===== src/rtl/fll_arbiter.sv =====
// fll_arbiter: round-robin arbiter that shares one FLL instance between NUM_CH
// tracking channels, with start hold, result-tag matching and a WAIT timeout.
`default_nettype none

module fll_arbiter #(
  parameter int NUM_CH     = 4,
  parameter int TAG_W      = 2,
  parameter int START_HOLD = 8,
  parameter int TIMEOUT    = 1023
) (
  input  logic              clk,
  input  logic              reset,
  input  logic [NUM_CH-1:0] req,
  output logic              fll_start,
  output logic [TAG_W-1:0]  fll_tag,
  input  logic              fll_result_ready,
  input  logic [TAG_W-1:0]  fll_result_tag,
  output logic [NUM_CH-1:0] done,
  output logic              busy,
  output logic              timeout_err,
  output logic              stray_err,
  output logic              overrun_err
);

  localparam int HOLD_W = $clog2(START_HOLD + 1);
  localparam int WAIT_W = $clog2(TIMEOUT + 1);

  localparam logic [TAG_W-1:0]  LAST_RST  = TAG_W'(NUM_CH - 1);
  localparam logic [HOLD_W-1:0] HOLD_LAST = HOLD_W'(START_HOLD - 1);
  localparam logic [WAIT_W-1:0] WAIT_MAX  = WAIT_W'(TIMEOUT);

  localparam logic [1:0] S_IDLE  = 2'd0;
  localparam logic [1:0] S_ISSUE = 2'd1;
  localparam logic [1:0] S_WAIT  = 2'd2;
  localparam logic [1:0] S_DONE  = 2'd3;

  logic [1:0]        state_q,      state_d;
  logic [NUM_CH-1:0] pending_q,    pending_d;
  logic [TAG_W-1:0]  last_grant_q, last_grant_d;
  logic [TAG_W-1:0]  tag_q,        tag_d;
  logic [HOLD_W-1:0] hold_cnt_q,   hold_cnt_d;
  logic [WAIT_W-1:0] wait_cnt_q,   wait_cnt_d;
  logic [NUM_CH-1:0] done_q,       done_d;
  logic              timeout_q,    timeout_d;
  logic              stray_q,      stray_d;
  logic              overrun_q,    overrun_d;

  logic              grant_found;
  logic [TAG_W-1:0]  grant_idx;
  logic              grant_fire;
  logic [NUM_CH-1:0] grant_oh;
  logic [NUM_CH-1:0] svc_oh;
  logic [NUM_CH-1:0] busy_mask;
  logic [WAIT_W-1:0] wait_next;
  logic              tag_match;

  // Round-robin search starting just after the last granted channel.
  always_comb begin
    int               idx;
    logic [TAG_W-1:0] cand;
    grant_found = 1'b0;
    grant_idx   = '0;
    idx         = 0;
    cand        = '0;
    for (int k = 1; k <= NUM_CH; k++) begin
      idx  = (int'(last_grant_q) + k) % NUM_CH;
      cand = TAG_W'(idx);
      if (!grant_found && pending_q[cand]) begin
        grant_found = 1'b1;
        grant_idx   = cand;
      end
    end
  end

  assign svc_oh    = (state_q != S_IDLE) ? (NUM_CH'(1) << tag_q) : '0;
  assign busy_mask = pending_q | svc_oh;
  assign tag_match = fll_result_ready && (fll_result_tag == tag_q);
  assign wait_next = wait_cnt_q + 1'b1;

  always_comb begin
    state_d      = state_q;
    tag_d        = tag_q;
    last_grant_d = last_grant_q;
    hold_cnt_d   = hold_cnt_q;
    wait_cnt_d   = wait_cnt_q;
    done_d       = '0;
    timeout_d    = 1'b0;
    stray_d      = 1'b0;
    grant_fire   = 1'b0;

    case (state_q)
      S_IDLE: begin
        stray_d = fll_result_ready;
        if (grant_found) begin
          grant_fire   = 1'b1;
          state_d      = S_ISSUE;
          tag_d        = grant_idx;
          last_grant_d = grant_idx;
          hold_cnt_d   = '0;
        end
      end
      S_ISSUE: begin
        stray_d = fll_result_ready;
        if (hold_cnt_q == HOLD_LAST) begin
          state_d    = S_WAIT;
          hold_cnt_d = '0;
          wait_cnt_d = '0;
        end else begin
          hold_cnt_d = hold_cnt_q + 1'b1;
        end
      end
      S_WAIT: begin
        // A match on the cycle the counter reaches TIMEOUT still wins.
        if (tag_match) begin
          state_d    = S_DONE;
          done_d     = NUM_CH'(1) << tag_q;
          wait_cnt_d = '0;
        end else begin
          stray_d = fll_result_ready;
          if (wait_next == WAIT_MAX) begin
            state_d    = S_IDLE;
            timeout_d  = 1'b1;
            wait_cnt_d = '0;
          end else begin
            wait_cnt_d = wait_next;
          end
        end
      end
      S_DONE: begin
        stray_d = fll_result_ready;
        state_d = S_IDLE;
      end
      default: begin
        state_d = S_IDLE;
      end
    endcase

    grant_oh  = grant_fire ? (NUM_CH'(1) << grant_idx) : '0;
    pending_d = (pending_q & ~grant_oh) | (req & ~busy_mask);
    overrun_d = |(req & busy_mask);
  end

  always_ff @(posedge clk or negedge reset) begin
    if (!reset) begin
      state_q      <= S_IDLE;
      pending_q    <= '0;
      last_grant_q <= LAST_RST;
      tag_q        <= '0;
      hold_cnt_q   <= '0;
      wait_cnt_q   <= '0;
      done_q       <= '0;
      timeout_q    <= 1'b0;
      stray_q      <= 1'b0;
      overrun_q    <= 1'b0;
    end else begin
      state_q      <= state_d;
      pending_q    <= pending_d;
      last_grant_q <= last_grant_d;
      tag_q        <= tag_d;
      hold_cnt_q   <= hold_cnt_d;
      wait_cnt_q   <= wait_cnt_d;
      done_q       <= done_d;
      timeout_q    <= timeout_d;
      stray_q      <= stray_d;
      overrun_q    <= overrun_d;
    end
  end

  assign fll_start   = (state_q == S_ISSUE);
  assign fll_tag     = tag_q;
  assign busy        = (state_q != S_IDLE);
  assign done        = done_q;
  assign timeout_err = timeout_q;
  assign stray_err   = stray_q;
  assign overrun_err = overrun_q;

endmodule

`default_nettype wire


===== config.mk =====
export PLATFORM = sky130hd
export DESIGN_NAME = fll_arbiter
export DESIGN_NICKNAME = d
export VERILOG_FILES = /design/src/rtl/fll_arbiter.sv
export SDC_FILE = /design/constraint.sdc
export NUM_CORES = 1
export LEC_CHECK = 0
export ABC_CLOCK_PERIOD_IN_PS = 3800
export CORE_AREA = 3 3 56 63
export CTS_CLUSTER_SIZE = 25
export DETAILED_ROUTE_END_ITERATION = 8
export DIE_AREA = 0 0 59 66
export GPL_TIMING_DRIVEN = 0
export PLACE_DENSITY = 0.89
export SLEW_MARGIN = 5
export SYNTH_ARGS = -nofsm -noshare
export SYNTH_HDL_FRONTEND = slang
export SYNTH_SLANG_ARGS = --single-unit

===== constraint.sdc =====
create_clock -name clk -period 3.8 [get_ports clk]
set_input_delay 0.76 -clock clk [delete_from_list [all_inputs] [get_ports clk]]
set_output_delay 0.76 -clock clk [all_outputs]
set_load 0.02 [all_outputs]

-- Yosys cells after proc, flatten, opt, wreduce, memory -nomap -nowiden
Index checks and enable logic that the tools add are counted.
W data, S select, Z words.
- register bits after elaboration: 31
- logic and storage cells: 94
- shift-type cells: 2
- eq/ne operators: 9
- bitwise operators: 7
- add/subtract/negate cells: 6
- magnitude comparators: 4
- reductions and logical operators: 17
- muxes and demuxes: 39
- operators by type and width (operator ; count):
    $mux W10 ; 3
    $mux W4 ; 6
    $pmux W10 S2 ; 1
    $mux W2 ; 8
    $mux W1 ; 14
    $and A4 B4 Y4 ; 3
    $lt A2 B3 Y1 const B ; 4
    $add A10 B1 Y10 const B ; 1
    $eq A10 B10 Y1 const B ; 1
    $bmux W1 S2 ; 4
    $not A4 Y4 ; 2
    $or A4 B4 Y4 ; 2
    $pmux W2 S4 ; 1
    $pmux W4 S2 ; 1
    $shl A1 B2 Y4 const A ; 2
    $reduce_and A2 Y1 ; 3
    $reduce_bool A2 Y1 ; 3
    $add A2 B1 Y2 const B ; 2
    $add A2 B2 Y2 const B ; 2
    $add A4 B1 Y4 const B ; 1
    $eq A2 B2 Y1 const B ; 2
    $eq A4 B3 Y1 const B ; 1
    $logic_and A1 B1 Y1 ; 4
    $reduce_or A4 Y1 ; 1
    other kinds (10) ; 12

-- Depth between registers and ports, before layout
Gate-level depths: netlist of run 1.
- word-level depth: 19
- mapped depth: 9
- mapped depth without buffers: 8

-- Worst setup path before layout of run 1
No wires, ideal clock.
- kind: reg-to-reg
- from: register wait_cnt_q[0]
- to: register wait_cnt_q[7]
- arrival: 1793 ps
- required time: 3676 ps
- path slack: 1883 ps
- cell stages (with the launch flop): 9
- clock period less this slack: 1917 ps
- path through: dfrtp_1 ha_1 inv_1 and4_1 nor3_1 o31ai_2 buf_6 nor2_1 a211o_1
- cells in the longest elaborated chain, start to end: 5
- ends and longest elaborated chain (item ; line ; text):
    from (decl) ; 42 ; logic [WAIT_W-1:0] wait_cnt_q, wait_cnt_d;
    from (signal assigned) ; 161 ; wait_cnt_q <= wait_cnt_d;
    $add A10 B1 Y10 * ; 78 ; assign wait_next = wait_cnt_q + 1'b1;
    $eq A10 B10 Y1 ; 120 ; if (wait_next == WAIT_MAX) begin
    $mux W10 * ; 120 ;
    $mux W10 * ; 114 ; if (tag_match) begin
    $pmux W10 S2 * ; 91 ; case (state_q)
Mark *: on every way between the ends. The rest lies on a longest branch, timed or not.
A chain may end at the register's enable or synchronous reset.

-- Worst setup path after layout of run 1
- from: register state_q[1]
- to: output busy
- cells in the longest elaborated chain, start to end: 1
- ends and longest elaborated chain (item ; line ; text):
    from (decl) ; 37 ; logic [1:0] state_q, state_d;
    from (signal assigned) ; 156 ; state_q <= state_d;
    $reduce_bool A2 Y1 ; 171 ; assign busy = (state_q != S_IDLE);
    to (decl) ; 19 ; output logic busy,
No other way between the ends.

==> metrics, run 1 <==
outcome finished clean; WL final 3494 um; Final Wtd Congestion 0.8877; Crit Path Max Fanout 7; ant diodes 0; CP endpoint kind output port; Synth cell types 40; # rows 21; number of post-CTS setup repair buffers 0; Finished Core Util 0.6621; Crit Path Class reg2out; NetSw 510.5 uW; Worst Max-Slew Pin Slew 0.6833 ns; Comb power frac 0.436; Max Cap Viol 0; crit-path max cell delay 0.58 ns; Synth Instances 197; overall die area 3894 um2; largest net degree at the start of global routing 32; Synth area leader dfrtp_1; final instance area 1983 um2; Placement Cell Area 1933 um2; CTS max path bufs 2; final hold vios 0; worst path arrival time 1.92 ns; WP buf/inv 2; reg2reg setup slack 1.63 ns; Final Skew 0.01593 ns; Synth Flop Type dfrtp_1; f_max 372.7 MHz; routed via count 1552; Syn Nets 209; total gr overflow 0; top cells by area, synth dfrtp_1 43%, nor2_1 4.8%, o21ai_0 4.7%; Post-DRT Antenna Nets 0; I/O pin count 20; CP max stage cell clkdlybuf4s50_1; switch share 0.4232; initial core utilization 0.5693; Int Pwr 695.8 uW; drt pass-1 iters 5; initial antenna violation count 0; Cell Pwr Density 608.3 nW/um2; clock sink total 31; post-synthesis area per instance 8.657 um2; clock-pin slew of the registers on the worst-case setup and hold paths 0.10 ns; LEAKAGE 0.8848 nW; RSZ-0062 raised after global routing false; Place WS 1.350 ns; critical path's top delay family buffers and inverters; vias in the first global route 1437; cts repair resizes 0; WL/cell 13.54 um; Post-synth EDFFs 0; mapped cell area 1705 um2; Syn-to-layout area delta 16.29%; setup violators final 0; first-pass GRT wire length 6044 um; final std cells w/o fill 258; Pwr Total 1.206 mW; top-area cell type share of the netlist area 0.4255; warnings from Yosys 0; minimum clock period 2.683 ns; placed insts 250; hold buffers post-CTS 0; Cell Chain, Critical Path nor2_1, inv_1, clkdlybuf4s50_1; Detailed Place HPWL 2504 um; crit start category flop; Die Wd 59 um; top cells by count, synth 29 x dfrtp_1, 22 x nor2_1, 21 x nand2_1, 16 x o21ai_0, 15 x a21oi_1; DR vias/cell 6.016; IO buf count 19; relative slew slack 0.5428; layout cell share with drive strength beyond 1 0.08482; Nets 235; Hold Slack 0.4504 ns; FF-to-FF End wait_cnt_q[9]$_DFFE_PN0P_; Hold WC Path Type in2async; r2r startpoint wait_cnt_q[0]$_DFFE_PN0P_; Clock power frac 0.150; Synth Register Bits 31; Final Max Slew Viols 0; chip height 66 um; sequential power share 0.414; Post-synth ARST share 1.000; worst reg-to-reg path cell count 8; Worst-Skew Late Latency 0.33 ns; Detailed Route Iter0 Violations 53; CTS tree built; post-route DRC violation count 0; GRT Total Usage 0.2037; final worst slack 1.117 ns; htree depth 2; clock buffer count from CTS 5; Core Region 2995 um2; post-synthesis sequential area ratio 0.4563; peak supply drop 0.0005127 V; part of the cycle the worst path needs 0.7062; Fin Setup TNS 0 ns; top-count cell post-synth dfrtp_1; Worst Path Required 3.04 ns; Root Buffer clkbuf_4
## power groups by stage
stage	sequential [mW]	clock, mW	combinational (mW)
3_3_place_gp	0.500	0	0.507
6_report	0.499	0.181	0.526
4_1_cts	0.497	0.187	0.526
5_1_grt	0.511	0.200	0.603
3_5_place_dp	0.503	0	0.521
2_1_floorplan	0.500	0	0.361
## kinds of logic (layout without fill, tap and decap cells)
family          after synthesis  in the layout  share of synthesized area
compound gates               53             53                     0.1922
xor+xnor                      3              3                    0.01541
fa+ha+maj                     3              3                    0.02201
buf+inv                      16             43                    0.04402
flops                        31             31                     0.4563
mux                           2              2                    0.01174
simple gates                 89             89                     0.2583
## final cells by class
cell class | count | area [um2]
sequential | 31 | 778.2
buffer | 8 | 45.04
inverter | 8 | 30.03
fill | 254 | 1012
timing repair buffer | 19 | 185.2
tap | 34 | 42.54
clock inverter | 1 | 5.005
clock buffer | 7 | 45.04
multi-input combinational | 150 | 852.1
## sequential cells by signal, indices dropped and copies added, names as in the netlist
| register | cells |
|---|---|
| overrun_err | 1 |
| last_grant_q | 2 |
| stray_err | 1 |
| wait_cnt_q | 10 |
| fll_tag | 2 |
| pending_q | 4 |
| state_q | 2 |
| timeout_err | 1 |
| hold_cnt_q | 4 |
| done | 4 |
## metal layers
| layer | wire length, um | track usage |
|---|---|---|
| met5 | 0 | 0 |
| met4 | 73 | 0.1048 |
| met3 | 177 | 0.05664 |
| met2 | 1776 | 0.3329 |
| met1 | 1466 | 0.2406 |
## how the worst max path moves through the flow
stage / startpoint / to / slack (ns) / cells past startpoint
floorplan: wait_cnt_q[0]$_DFFE_PN0P_ / wait_cnt_q[7]$_DFFE_PN0P_ / 1.88 / 8
global placement: fll_result_tag[1] / wait_cnt_q[9]$_DFFE_PN0P_ / 1.34 / 8
detailed placement: fll_result_tag[1] / wait_cnt_q[7]$_DFFE_PN0P_ / 1.35 / 8
CTS: state_q[1]$_DFFE_PN0P_ / busy / 1.12 / 3
global route: state_q[1]$_DFFE_PN0P_ / busy / 0.98 / 3
finish: state_q[1]$_DFFE_PN0P_ / busy / 1.12 / 3
## layout by cell type, fill, tap and decap left out, drive strengths merged, types with 2 or more instances in the layout
master / n
dfrtp: 29
nor2: 22
nand2: 21
clkdlybuf4s50: 18
o21ai: 16
a21oi: 15
clkbuf: 10
nor3: 8
inv: 8
nand3: 7
nand2b: 7
a21o: 6
buf: 6
nand4: 5
nor2b: 3
a31oi: 3
nand3b: 3
or2: 3
ha: 3
xor2: 2
mux2i: 2
a22oi: 2
o22ai: 2
or3: 2
and4: 2
and3: 2
and2: 2
a211o: 2
dfstp: 2
o31ai: 2
(Power assumes the default switching activity.)
==> inputs of run 2 (changes only) <==
==> config.mk (replaced) <==
export PLATFORM = sky130hd
export DESIGN_NAME = fll_arbiter
export DESIGN_NICKNAME = d
export VERILOG_FILES = /design/src/rtl/fll_arbiter.sv
export SDC_FILE = /design/constraint.sdc
export NUM_CORES = 1
export LEC_CHECK = 0
export ABC_CLOCK_PERIOD_IN_PS = 2800
export CORE_AREA = 3 3 58 65
export CTS_CLUSTER_SIZE = 25
export DETAILED_ROUTE_END_ITERATION = 8
export DIE_AREA = 0 0 61 68
export GPL_TIMING_DRIVEN = 0
export PLACE_DENSITY = 0.85
export SLEW_MARGIN = 5
export SYNTH_ARGS = -nofsm -noshare
export SYNTH_HDL_FRONTEND = slang
export SYNTH_SLANG_ARGS = --single-unit
==> constraint.sdc (replaced) <==
create_clock -name clk -period 2.8 [get_ports clk]
set_input_delay 0.56 -clock clk [delete_from_list [all_inputs] [get_ports clk]]
set_output_delay 0.56 -clock clk [all_outputs]
set_load 0.02 [all_outputs]
==> run 2 against run 1 <==
Cell count did not move. Register-to-register slack worse by 1.0 ns. Critical endpoint unchanged. Clock skew down 0.0069 ns. Worst hold slack got worse by 0.20 ns. Clock power rose by 39%. Highest routed layer unchanged. Global-route usage decreased by 0.34 points. Critical path type unchanged.
==> metrics, run 2 (synthesized netlist as in run 1, its figures left out) <==
outcome finished clean; post-route DRC violation count 0; Detailed Route Iter0 Violations 111; Finished Core Util 0.6351; initial antenna violation count 0; Die Wd 61 um; CP endpoint kind output port; r2r startpoint wait_cnt_q[0]$_DFFE_PN0P_; crit-path max cell delay 0.58 ns; htree depth 2; clock-pin slew of the registers on the worst-case setup and hold paths 0.10 ns; clock buffer count from CTS 5; I/O pin count 20; largest register by flop count wait_cnt_q; drt pass-1 iters 4; WL/cell 13.56 um; CTS max path bufs 2; CP max stage cell clkdlybuf4s50_1; ant diodes 0; cts repair resizes 0; chip height 68 um; Worst Max-Slew Pin Slew 0.7199 ns; worst path arrival time 1.91 ns; minimum clock period 2.473 ns; DR vias/cell 5.756; relative slew slack 0.5183; Worst Path Required 2.24 ns; max FFs per register 10; WL final 3498 um; Worst Setup SP state_q[1]$_DFFE_PN0P_; Nets 235; Hold Slack 0.2493 ns; Cell Pwr Density 830.1 nW/um2; most frequent cells in the layout 29 x dfrtp_1, 22 x nor2_1, 21 x nand2_1; IO buf count 19; setup violators final 0; overall die area 4148 um2; hold buffers post-CTS 0; FF-to-FF End wait_cnt_q[9]$_DFFE_PN0P_; Final Skew 0.008994 ns; Root Buffer clkbuf_4; number of post-CTS setup repair buffers 0; Max Cap Viol 0; # rows 21; routed via count 1485; Cell Chain, Critical Path nor2_1, inv_1, clkdlybuf4s50_1; Final Max Slew Viols 0; Worst-Skew Late Latency 0.34 ns; Critical path destination busy; total gr overflow 0; RSZ-0062 raised after global routing false; final hold vios 0; Crit Path Max Fanout 7; Syn-to-layout area delta 16.43%; f_max 404.4 MHz; worst reg-to-reg path cell count 8; Final Wtd Congestion 0.8994; reg2reg setup slack 0.59 ns; Fin Setup TNS 0 ns; Core Region 3127 um2; Post-DRT Antenna Nets 0; layout cell share with drive strength beyond 1 0.09375; clock sink total 31; Crit Path Class reg2out; crit start category flop; Fill cells 258; CTS tree built; Multi-input gate area 852.1 um2; peak supply drop 0.0006042 V; largest net degree at the start of global routing 32; LEAKAGE 0.8902 nW; Detailed Place HPWL 2512 um; Hold WC Path Type in2async; part of the cycle the worst path needs 0.8832; initial core utilization 0.5454; vias in the first global route 1405; first-pass GRT wire length 6161 um; GRT Total Usage 0.2003; most common cell after layout, fill and taps aside dfrtp_1; Register Area 778.2 um2
run 2: where the power goes:
| part | switching [mW] | internal (mW) | leakage, nW |
|---|---|---|---|
| clock | 0.158 | 0.0933 | 0.0347 |
| combinational | 0.441 | 0.275 | 0.473 |
| sequential | 0.109 | 0.572 | 0.383 |
| total | 0.708 | 0.940 | 0.890 |
run 2: cell type report:
cell class | count | area share
clock inverters | 3 | 0.007561
well taps | 34 | 0.02142
repair buffers | 19 | 0.09326
plain buffers | 8 | 0.02268
flip-flops and latches | 31 | 0.3919
multi-input cells | 150 | 0.4291
clock buffers | 5 | 0.01890
inverters | 8 | 0.01512
run 2: stage by stage:
stage | worst slack, ns | power, mW | area (um2) | std cells
floorplan | 0.8834 | 1.169 | 1705 | 197
global placement | 0.5351 | 1.368 | 1938 | 250
detailed placement | 0.5326 | 1.394 | 1933 | 250
CTS | 0.3362 | 1.652 | 1986 | 258
global route | 0.1260 | 1.801 | 1986 | 258
finish | 0.3269 | 1.648 | 1986 | 258
run 2: per-layer routing:
metal	routed length [um]	vias to the layer above	part of all wire	global-route usage
met3	166	8	0.047	0.05094
met5	0	-	0	0
met2	1696	41	0.48	0.3142
met4	56	0	0.016	0.1057
met1	1578	689	0.45	0.2518
li1	-	747	-	-
run 2: worst min-delay path by stage:
| stage | endpoint | slack, ns | from | cells past startpoint |
|---|---|---|---|---|
| after floorplan | done[0]$_DFF_PN0_ | 0.26 | reset | 0 |
| after global placement | hold_cnt_q[3]$_DFFE_PN0P_ | 0.46 | hold_cnt_q[3]$_DFFE_PN0P_ | 1 |
| after detailed placement | hold_cnt_q[3]$_DFFE_PN0P_ | 0.47 | hold_cnt_q[3]$_DFFE_PN0P_ | 1 |
| after CTS | wait_cnt_q[8]$_DFFE_PN0P_ | 0.26 | reset | 1 |
| after global routing | wait_cnt_q[8]$_DFFE_PN0P_ | 0.28 | reset | 1 |
| final | wait_cnt_q[3]$_DFFE_PN0P_ | 0.25 | reset | 1 |
run 2: worst max-delay path, delay by kind of cell, from the launching register on:
| family | cells | cell delay (ns) |
|---|---|---|
| buf+inv | 2 | 0.77 |
| simple gates | 1 | 0.38 |
| flops | 1 | 0.44 |
==> inputs of run 3 (changes only) <==
--- a/config.mk
+++ b/config.mk
@@ -11,7 +11,7 @@
 export DETAILED_ROUTE_END_ITERATION = 8
 export DIE_AREA = 0 0 61 68
 export GPL_TIMING_DRIVEN = 0
-export PLACE_DENSITY = 0.85
+export PLACE_DENSITY = 0.78
 export SLEW_MARGIN = 5
 export SYNTH_ARGS = -nofsm -noshare
 export SYNTH_HDL_FRONTEND = slang
==> run 3 against run 2 <==
Via count grew 1.3%. Total power grew 7.1%. Clock power grew 45%. Critical endpoint unchanged. Largest power group unchanged.
==> metrics, run 3 (synthesized netlist as in run 1, its figures left out) <==
outcome finished clean; peak supply drop 0.0005614 V; Worst Path Required 2.24 ns; vias in the first global route 1426; post-route DRC violation count 0; Worst Max-Slew Pin Slew 0.6824 ns; Detailed Place HPWL 2732 um; Final Wtd Congestion 0.8943; hold buffers post-CTS 0; largest register by flop count wait_cnt_q; number of post-CTS setup repair buffers 0; sequential power share 0.386; Fill cells 270; most common cell after layout, fill and taps aside dfrtp_1; clock buffer count from CTS 5; CP endpoint kind output port; final instance area 2019 um2; most frequent cells in the layout 29 x dfrtp_1, 22 x nor2_1, 21 x nand2_1; Worst-Skew Late Latency 0.34 ns; chip height 68 um; Crit Path Class reg2out; Crit Path Max Fanout 7; clock-pin slew of the registers on the worst-case setup and hold paths 0.09 ns; setup violators final 0; I/O pin count 20; IO buf count 19; Hold WC Path Type in2async; first-pass GRT wire length 6320 um; Comb power frac 0.408; Max Cap Viol 0; max FFs per register 10; Final Skew 0.004723 ns; Cell Pwr Density 874.3 nW/um2; final hold vios 0; relative slew slack 0.5434; cts repair resizes 0; CTS tree built; switch share 0.4011; overall die area 4148 um2; total gr overflow 0; Die Wd 61 um; CTS max path bufs 2; part of the cycle the worst path needs 0.8625; # rows 21; Nets 235; WL/cell 14.40 um; GRT Total Usage 0.2056; Placement Cell Area 1933 um2; Post-DRT Antenna Nets 0; initial core utilization 0.5454; Root Buffer clkbuf_4; worst path arrival time 1.86 ns; minimum clock period 2.415 ns; RSZ-0062 raised after global routing false; Core Region 3127 um2; drt pass-1 iters 4; htree depth 2; routed via count 1504; Fin Setup TNS 0 ns; WL final 3716 um; crit start category flop; Final Max Slew Viols 0; largest net degree at the start of global routing 32; layout cell share with drive strength beyond 1 0.09375; Syn-to-layout area delta 18.42%; clock sink total 31; ant diodes 0; Clock power frac 0.207; LEAKAGE 0.9037 nW; DR vias/cell 5.829; f_max 414.1 MHz; NetSw 708.2 uW; Detailed Route Iter0 Violations 114; Int Pwr 1.057 mW; initial antenna violation count 0
[run 3: cell types whose count changed in the layout (fill, tap and decap cells not counted), sizes merged]
cell	change
clkinv	-2
clkbuf	+1
bufinv	+1
[run 3: area by class of cell]
| cell class | count | area [um2] | area share |
|---|---|---|---|
| timing repair buffer | 19 | 185.2 | 0.09170 |
| clock inverter | 2 | 35.03 | 0.01735 |
| inverter | 8 | 30.03 | 0.01487 |
| sequential | 31 | 778.2 | 0.3854 |
| buffer | 8 | 45.04 | 0.02230 |
| clock buffer | 6 | 51.30 | 0.02540 |
| tap | 34 | 42.54 | 0.02107 |
| multi-input combinational | 150 | 852.1 | 0.4219 |
[run 3: metal layers]
layer / global-route usage / wire length (um) / part of all wire / up-vias
li1: - / - / - / 754
met1: 0.2500 / 1619 / 0.44 / 708
met2: 0.3329 / 1902 / 0.51 / 34
met3: 0.06038 / 135 / 0.036 / 8
met4: 0.09485 / 59 / 0.016 / 0
met5: 0 / 0 / 0 / -
[run 3: metrics by stage]
step                power [mW]    util  std cells  setup WS, ns  hold slack (ns)
floorplan                1.169       -        197        0.8834           0.2644
global placement         1.354  0.6198        250        0.5717           0.4598
detailed placement       1.400  0.6182        250        0.5383           0.4873
CTS                      1.775  0.6459        258        0.3768           0.2535
global route             1.912  0.6459        258        0.2463           0.2687
finish                   1.766  0.6459        258        0.3850           0.2440
[run 3: power groups by stage]
stage / clock (mW) / combinational (mW) / sequential [mW]
after global placement: 0 / 0.676 / 0.678
after global routing: 0.391 / 0.824 / 0.698
after CTS: 0.376 / 0.720 / 0.679
after floorplan: 0 / 0.490 / 0.679
final: 0.365 / 0.719 / 0.681
after detailed placement: 0 / 0.713 / 0.687
[run 3: worst paths after layout]
kind,from,endpoint,slack (ns),depth (start not counted)
setup reg to reg,wait_cnt_q[0]$_DFFE_PN0P_,wait_cnt_q[7]$_DFFE_PN0P_,0.56,8
hold reg to reg,hold_cnt_q[3]$_DFFE_PN0P_,hold_cnt_q[3]$_DFFE_PN0P_,0.53,1
min in group clk,hold_cnt_q[3]$_DFFE_PN0P_,hold_cnt_q[3]$_DFFE_PN0P_,0.53,1
max in group asynchronous,reset,pending_q[0]$_DFF_PN0_,2.12,1
setup / recovery,state_q[1]$_DFFE_PN0P_,busy,0.38,3
hold / removal,reset,wait_cnt_q[4]$_DFFE_PN0P_,0.24,1
[run 3: critical path, stage by stage, from the launching register on]
cell	delay, ns
dfrtp_1	0.42
nor2_1	0.35
inv_1	0.17
clkdlybuf4s50_1	0.57
